$ cat config.mk
export PLATFORM = sky130hd
export DESIGN_NAME = hdc_msg_packer_flat
export DESIGN_NICKNAME = d
export VERILOG_FILES = /design/src/rtl/hdc_msg_packer_pkg.sv /design/src/rtl/hdc_msg_packer_if.sv /design/src/rtl/hdc_msg_packer.sv /design/src/flat_wrapper.sv
export SDC_FILE = /design/constraint.sdc
export NUM_CORES = 2
export LEC_CHECK = 0
export CORE_AREA = 2 2 632 634
export DETAILED_ROUTE_END_ITERATION = 6
export DIE_AREA = 0 0 634 636
export DONT_BUFFER_PORTS = 1
export GPL_ROUTABILITY_DRIVEN = 0
export SLEW_MARGIN = 30
export SYNTH_ARGS = -nofsm -noshare
export SYNTH_HDL_FRONTEND = slang
export SYNTH_SLANG_ARGS = --single-unit
$ cat constraint.sdc
create_clock -name clk -period 6.74 [get_ports clk]
set_clock_uncertainty 0.1 [all_clocks]
set_input_delay 0.337 -clock clk [delete_from_list [all_inputs] [get_ports clk]]
set_output_delay 0.337 -clock clk [all_outputs]
set_load 0.05 [all_outputs]
$ cat src/rtl/hdc_msg_packer_pkg.sv
// Shared HDC definitions: message geometry, packer state encoding and the
// character case-fold helper. Used by the packer, main and the encoders.
package hdc_pkg;

  localparam int MESSAGE_LENGTH = 200;
  localparam int CHAR_LENGTH    = 8;
  localparam int LENGTH_W       = 8;

  typedef enum logic [1:0] {
    FILL    = 2'd0,
    DISCARD = 2'd1,
    HOLD    = 2'd2
  } packer_state_t;

  // Upper-case ASCII letters map onto their lower-case form; everything else
  // passes through untouched.
  function automatic logic [CHAR_LENGTH-1:0] case_fold(input logic [CHAR_LENGTH-1:0] c);
    if (c >= 8'h41 && c <= 8'h5A) begin
      return c | 8'h20;
    end
    return c;
  endfunction

endpackage

$ cat src/rtl/hdc_msg_packer_if.sv
// Byte-stream input and packed-message output bundle of the HDC message packer.
// master: the side that sources characters and consumes messages.
// slave:  the packer itself.
interface hdc_msg_packer_if #(
  parameter int MESSAGE_LENGTH = hdc_pkg::MESSAGE_LENGTH,
  parameter int CHAR_LENGTH    = hdc_pkg::CHAR_LENGTH,
  parameter int LENGTH_W       = hdc_pkg::LENGTH_W
);

  logic [CHAR_LENGTH-1:0]                in_char;
  logic                                  in_valid;
  logic                                  in_last;
  logic                                  in_ready;
  logic [CHAR_LENGTH*MESSAGE_LENGTH-1:0] msg;
  logic [LENGTH_W-1:0]                   length;
  logic                                  msg_valid;
  logic                                  msg_ready;
  logic                                  overflow;

  modport master (
    output in_char, in_valid, in_last, msg_ready,
    input  in_ready, msg, length, msg_valid, overflow
  );

  modport slave (
    input  in_char, in_valid, in_last, msg_ready,
    output in_ready, msg, length, msg_valid, overflow
  );

endinterface

$ cat src/rtl/hdc_msg_packer.sv
// HDC message packer: collects a byte-serial character stream into the flat
// MSB-first message vector plus character count consumed by main, and holds
// the result until the consumer acknowledges it. Characters beyond
// MESSAGE_LENGTH are dropped and flagged through a sticky overflow bit.
// Optional build macro: HDC_CASE_FOLD_EN folds 'A'..'Z' to 'a'..'z' on store.
module hdc_msg_packer #(
  parameter int MESSAGE_LENGTH = hdc_pkg::MESSAGE_LENGTH,
  parameter int CHAR_LENGTH    = hdc_pkg::CHAR_LENGTH
) (
  input logic               clk,
  input logic               reset,
  hdc_msg_packer_if.slave   bus
);

  import hdc_pkg::*;

  localparam logic [LENGTH_W-1:0] LAST_SLOT = LENGTH_W'(MESSAGE_LENGTH - 1);

  packer_state_t state;
  packer_state_t state_next;

  // Slot 0 is the leftmost (most significant) character of the flat vector.
  logic [0:MESSAGE_LENGTH-1][CHAR_LENGTH-1:0] slots;
  logic [LENGTH_W-1:0]                        count;
  logic                                       ovf;
  logic                                       ready;
  logic                                       valid;
  logic                                       accept;
  logic [CHAR_LENGTH-1:0]                     store_char;

  assign accept = bus.in_valid && ready;

`ifdef HDC_CASE_FOLD_EN
  assign store_char = case_fold(bus.in_char);
`else
  assign store_char = bus.in_char;
`endif

  // State register.
  always_ff @(posedge clk or negedge reset) begin
    if (!reset) begin
      state <= FILL;
    end else begin
      state <= state_next;
    end
  end

  // Next-state logic: fill slots, spill into discard once full, hold on last.
  always_comb begin
    state_next = state;
    unique case (state)
      FILL: begin
        if (accept) begin
          if (bus.in_last) begin
            state_next = HOLD;
          end else if (count == LAST_SLOT) begin
            state_next = DISCARD;
          end
        end
      end
      DISCARD: begin
        if (accept && bus.in_last) begin
          state_next = HOLD;
        end
      end
      HOLD: begin
        if (bus.msg_ready) begin
          state_next = FILL;
        end
      end
      default: state_next = FILL;
    endcase
  end

  // Handshake outputs depend on state alone, never on in_valid.
  always_comb begin
    ready = 1'b1;
    valid = 1'b0;
    if (state == HOLD) begin
      ready = 1'b0;
      valid = 1'b1;
    end
  end

  // Message buffer, count and sticky overflow; cleared on message hand-off.
  always_ff @(posedge clk or negedge reset) begin
    if (!reset) begin
      slots <= '0;
      count <= '0;
      ovf   <= 1'b0;
    end else begin
      unique case (state)
        FILL: begin
          if (accept) begin
            slots[count] <= store_char;
            count        <= count + 1'b1;
          end
        end
        DISCARD: begin
          if (accept) begin
            ovf <= 1'b1;
          end
        end
        HOLD: begin
          if (bus.msg_ready) begin
            slots <= '0;
            count <= '0;
            ovf   <= 1'b0;
          end
        end
        default: ;
      endcase
    end
  end

  assign bus.in_ready  = ready;
  assign bus.msg_valid = valid;
  assign bus.msg       = slots;
  assign bus.length    = count;
  assign bus.overflow  = ovf;

endmodule

$ cat src/flat_wrapper.sv
// flat-port wrapper written by rule: the top's interface ports become plain ports
module hdc_msg_packer_flat import hdc_pkg::*;
#(
  parameter int MESSAGE_LENGTH = hdc_pkg::MESSAGE_LENGTH,
  parameter int CHAR_LENGTH    = hdc_pkg::CHAR_LENGTH
)
  (clk, reset, bus_in_char, bus_in_valid, bus_in_last, bus_msg_ready, bus_in_ready, bus_msg, bus_length, bus_msg_valid, bus_overflow);
  hdc_msg_packer_if #(.MESSAGE_LENGTH(MESSAGE_LENGTH), .CHAR_LENGTH(CHAR_LENGTH)) bus_i ();
  input logic clk;
  input logic reset;
  input wire logic [$bits(bus_i.in_char)-1:0] bus_in_char;
  input wire logic [$bits(bus_i.in_valid)-1:0] bus_in_valid;
  input wire logic [$bits(bus_i.in_last)-1:0] bus_in_last;
  input wire logic [$bits(bus_i.msg_ready)-1:0] bus_msg_ready;
  output wire logic [$bits(bus_i.in_ready)-1:0] bus_in_ready;
  output wire logic [$bits(bus_i.msg)-1:0] bus_msg;
  output wire logic [$bits(bus_i.length)-1:0] bus_length;
  output wire logic [$bits(bus_i.msg_valid)-1:0] bus_msg_valid;
  output wire logic [$bits(bus_i.overflow)-1:0] bus_overflow;
  assign bus_i.in_char = bus_in_char;
  assign bus_i.in_valid = bus_in_valid;
  assign bus_i.in_last = bus_in_last;
  assign bus_i.msg_ready = bus_msg_ready;
  assign bus_in_ready = bus_i.in_ready;
  assign bus_msg = bus_i.msg;
  assign bus_length = bus_i.length;
  assign bus_msg_valid = bus_i.msg_valid;
  assign bus_overflow = bus_i.overflow;
  hdc_msg_packer #(.MESSAGE_LENGTH(MESSAGE_LENGTH), .CHAR_LENGTH(CHAR_LENGTH)) u_core (.clk(clk), .reset(reset), .bus(bus_i));
endmodule
# Word-level counts from Yosys, hierarchy flattened
# Cells that the tools add are included.
dict set report word_totals {
  ff_bits 1611
  output_inout_bits 1611
  word_cells 244
}
dict set report classes {
  add_sub_neg 1
  n_lt_le_gt_ge 2
  n_eq_ne 8
  mux 20
  bitwise_logic 1
  n_reduce_logical 9
}
# cell count
set op_table {}
lappend op_table {{2-to-1 mux 1600 bit} 2}
lappend op_table {{case mux 1600 bit (2 select lines)} 1}
lappend op_table {{bitwise mux 1600 bit} 1}
lappend op_table {{demux 8 bit (select 8 bit)} 1}
lappend op_table {{2-to-1 mux 8 bit} 3}
lappend op_table {{case mux 8 bit (2 select lines)} 1}
lappend op_table {{2-to-1 mux 2 bit} 5}
lappend op_table {{>= comparator 9 bit, second input constant} 1}
lappend op_table {{< comparator 9 x 1 -> 1 bit, second input constant} 1}
lappend op_table {{inverter 8 -> 9 bit} 1}
lappend op_table {{adder 8 x 1 -> 8 bit, second input constant} 1}
lappend op_table {{== test 8 bit, second input constant} 1}
lappend op_table {{inequality test 2 x 1 -> 1 bit, second input constant} 3}
lappend op_table {{case mux 2 bit (3 select lines)} 1}
lappend op_table {{AND reduction 3 bit} 2}
lappend op_table {{2-to-1 mux 1 bit} 4}
lappend op_table {{AND reduction 4 bit} 1}
lappend op_table {{nonzero test 2 bit} 2}
lappend op_table {{logical AND 1 bit} 3}
lappend op_table {{inequality test 3 x 2 -> 1 bit, second input constant} 1}
lappend op_table {{== test 2 x 1 -> 1 bit, second input constant} 1}
lappend op_table {{== test 2 bit, second input constant} 1}
lappend op_table {{zero test 2 bit} 1}
lappend op_table {{inequality test 2 bit, second input constant} 1}
lappend op_table {{case mux 1 bit (2 select lines)} 1}

# Logic depth before layout (Yosys ltp)
dict set report logic_depth {
  word_depth 8
  ltp_mapped 7
}

# Worst setup path after synthesis
# OpenSTA, ideal clock, no wires.
dict set report synth_timing {
  path_type {register to output}
  startpoint {register u_core.state[1]}
  endpoint {output port bus_in_ready}
  arrival_time_ns 2.262
  required_time_ns 6.303
  path_slack_ns 4.041
  path_stages_with_launch 6
  path_cell_list {dfrtp_1 buf_2 clkbuf_1 clkbuf_1 nor2b_1 inv_1}
}
dict set report synth_between {
  elab_chain_cells 2
}
# element line_no
set synth_lines {}
lappend synth_lines {{start, declared} hdc_msg_packer.sv:19} ;# packer_state_t state;
lappend synth_lines {{start signal, assigned} hdc_msg_packer.sv:44} ;# state <= state_next;
lappend synth_lines {{== test 2 bit} hdc_msg_packer.sv:79} ;# if (state == HOLD) begin
lappend synth_lines {{2-to-1 mux 1 bit} hdc_msg_packer.sv:79}
lappend synth_lines {{end, declared} flat_wrapper.sv:15} ;# output wire logic [$bits(bus_i.in_ready)-1:0] bus_in_ready;
# Every way passes these cells.

==> impl_metrics.env <==
export IMPL_cp_required_ns=7.59
export IMPL_dr_first_iter_drc_count=5021
export IMPL_power_density_mw_per_mm2=317
export IMPL_clock_latency_ns=0.85
export IMPL_start_util_pct=16.4
export IMPL_cts_root_buffer="clkbuf_16"
export IMPL_io_pins=1624
export IMPL_die_area_sq_mm=0.403
export IMPL_numClockSinks=1611
export IMPL_fin_util_pct=19.7
export IMPL_num_vias=48600
export IMPL_yosysWarnings=0
export IMPL_synth_most_common_cell="dfrtp_1"
export IMPL_post_route_drc_count=0
export IMPL_ys_ff_latch=1611
export IMPL_drv_slew=0
export IMPL_cts_max_path_buffers=4
export IMPL_p_leak_uw=0.0329
export IMPL_routed_wl_mm=340
export IMPL_netlist_instances=5604
export IMPL_drive_gt1_share_pct=12.5
export IMPL_hpwl_mm=242
export IMPL_post_cts_buffers=0
export IMPL_core_area_sq_mm=0.397
export IMPL_path_class="input port to asynchronous set/reset pin"
export IMPL_status="completed"
export IMPL_min_from="bus_in_char[4]"
export IMPL_rsz0062_at_grt="no"
export IMPL_wl_met1_mm=126
export IMPL_overflow=0
export IMPL_ctsHoldBuffers=15
export IMPL_grt_max_degree=182
export IMPL_dieHeight_um=636
export IMPL_end_kind="asynchronous set/reset pin"
export IMPL_period_share_pct=79.3
export IMPL_port_buffers=0
export IMPL_avgSynthCellArea_sq_um=11.6
export IMPL_cts_htree_levels=4
export IMPL_slowest_stage="dlygate4sd3_1"
export IMPL_stdcell_count=11000
export IMPL_synth_cell_type_count=59
export IMPL_synth_area_leaders="dfrtp_1 62%, o22ai_1 13%, inv_1 7.7%"
export IMPL_dr_wl_met2_mm=168
export IMPL_yosysSeqAreaShare_pct=62.0
export IMPL_cts_tree="yes"
export IMPL_wl_met3_mm=32.1
export IMPL_grt_pass1_vias=47700
export IMPL_synthFlopType="dfrtp_1"
export IMPL_path_max_fanout=157
export IMPL_ir_drop_mv=0.234
export IMPL_track_usage_pct=16.1
export IMPL_antenna_found_initial=24
export IMPL_dieWidth_um=634
export IMPL_dp_cells=10700
export IMPL_clkTransAtPathRegs_ns=0.06
export IMPL_syn_to_final_growth_pct=20.5
export IMPL_cp_cell_sequence="dlygate4sd3_1 -> dlygate4sd3_1 -> buf_16 -> buf_16 -> buf_16 -> buf_16 -> buf_16 -> buf_16 -> buf_16 -> buf_16 -> buf_16"
export IMPL_cts_buffers=175
export IMPL_relSlewSlack_pct=20.6
export IMPL_setup_tns_ns=0
export IMPL_wl_per_cell_um=30.8
export IMPL_first_pass_iters=7
export IMPL_hold_viol_final=0
export IMPL_fin_nets=5613
export IMPL_syn_area_sq_mm=0.0651
export IMPL_max_cap_viol_count=0
export IMPL_postRouteAntennaNets=0
export IMPL_viasPerCell=4.41
export IMPL_cts_resized=0
export IMPL_routed_top_layer="met5"
export IMPL_crit_path_start="reset"
export IMPL_fin_crit_ns=5.34
export IMPL_worstPathArrival_ns=6.20
export IMPL_worst_slew_pin_slew_ns=1.19
export IMPL_yosysTopAreaCell="dfrtp_1"
export IMPL_critPathLaunchType="input port"
export IMPL_grt_pass1_wl_mm=449
export IMPL_fmax_mhz=187
export IMPL_critPathMaxStageDelay_ns=0.63
export IMPL_async_reset_ff_share_pct=100
export IMPL_syn_nets=5621
export IMPL_hold_class="input port to register"
export IMPL_synth_edf_count=0
export IMPL_num_rows=232
export IMPL_yosys_area_top_type_share_pct=62.0
export IMPL_rr_startpoint="u_core.state[1]"
export IMPL_finalSetupViolCount=0
export IMPL_crit_top_cell="buf_16"
export IMPL_synth_common_cells="1,611 x dfrtp_1, 1,327 x inv_1, 1,323 x o22ai_1"
per-layer routing:
layer | GRT usage, % | up-vias
li1 | - | 19800
met1 | 18.9 | 25400
met4 | 6.62 | 4
met5 | 0 | -
met3 | 4.74 | 630
met2 | 27.4 | 2791
sequential cells by signal (all words and copies together), names as in the netlist:
signal / count
u_core.bus.length: 8
u_core.bus.msg: 1600
u_core.bus.overflow: 1
u_core.state: 2
power by group:
group	internal, uW	switching (uW)	total (uW)
Clock	5500	4280	9780
Sequential	9980	1730	11700
Combinational	845	2550	3390
Total	16300	8560	24900
cells in the final DEF, fill, tap and decap left out, types with 9 or more instances in the layout:
cell,n
nand2_4,9
o41ai_4,145
a22o_1,192
inv_1,1326
o22ai_1,1323
diode_2,21
nand2_1,171
clkinv_2,27
nand3b_1,9
buf_4,132
clkbuf_16,175
inv_6,9
a221o_1,88
nor2_1,23
dfrtp_1,1602
a21oi_1,92
dlygate4sd3_1,14
clkbuf_1,35
clkbuf_8,40
o41ai_2,20
nor2_4,10
a41oi_1,16
buf_12,25
nand2b_1,88
buf_16,15
critical path: cells and delay by family:
kind     cells  cell delay, ns
buf+inv     11            5.11
worst paths after layout:
path	cells past startpoint	slack, ns	endpoint
setup / recovery	11	1.40	u_core.bus.msg[870]
hold / removal	2	0.11	u_core.bus.msg[172]
setup reg to reg	6	2.75	u_core.bus.msg[927]
hold reg to reg	3	0.67	u_core.bus.msg[1472]
max in group clk	6	2.75	u_core.bus.msg[927]
min in group asynchronous	3	0.53	u_core.bus.msg[316]
cell families after synthesis:
family / Yosys count / synth area share, %
AOI/OAI and AO/OA: 1896 / 24.3
and+or+nand+nor: 389 / 3.37
muxes: 3 / 0.0481
buffers and inverters: 1701 / 10.2
DFF: 1611 / 62.0
adders and majority gates: 4 / 0.0769
cell type report:
cell class,count,area [sq um]
sequential,1611,40300
timing repair buffer,189,2090
fill,43000,319000
inverter,1327,4980
antenna,21,52.6
clock inverter,59,637
multi-input combinational,2292,18600
clock buffer,250,5060
tap,5265,6590
through the flow:
| step | worst slack, ns | hold WS, ns | instance area [sq um] | power (uW) |
|---|---|---|---|---|
| after floorplan | 4.04 | -0.0586 | 65100 | 13300 |
| after global placement | 2.61 | -0.0514 | 72100 | 15300 |
| after detailed placement | 2.31 | -0.0532 | 72400 | 15300 |
| after CTS | 1.44 | 0.0202 | 78300 | 25100 |
| after global routing | 0.673 | 0.0515 | 78400 | 25600 |
| final | 1.40 | 0.107 | 78400 | 24900 |
Power figures use the tool's default switching activity.
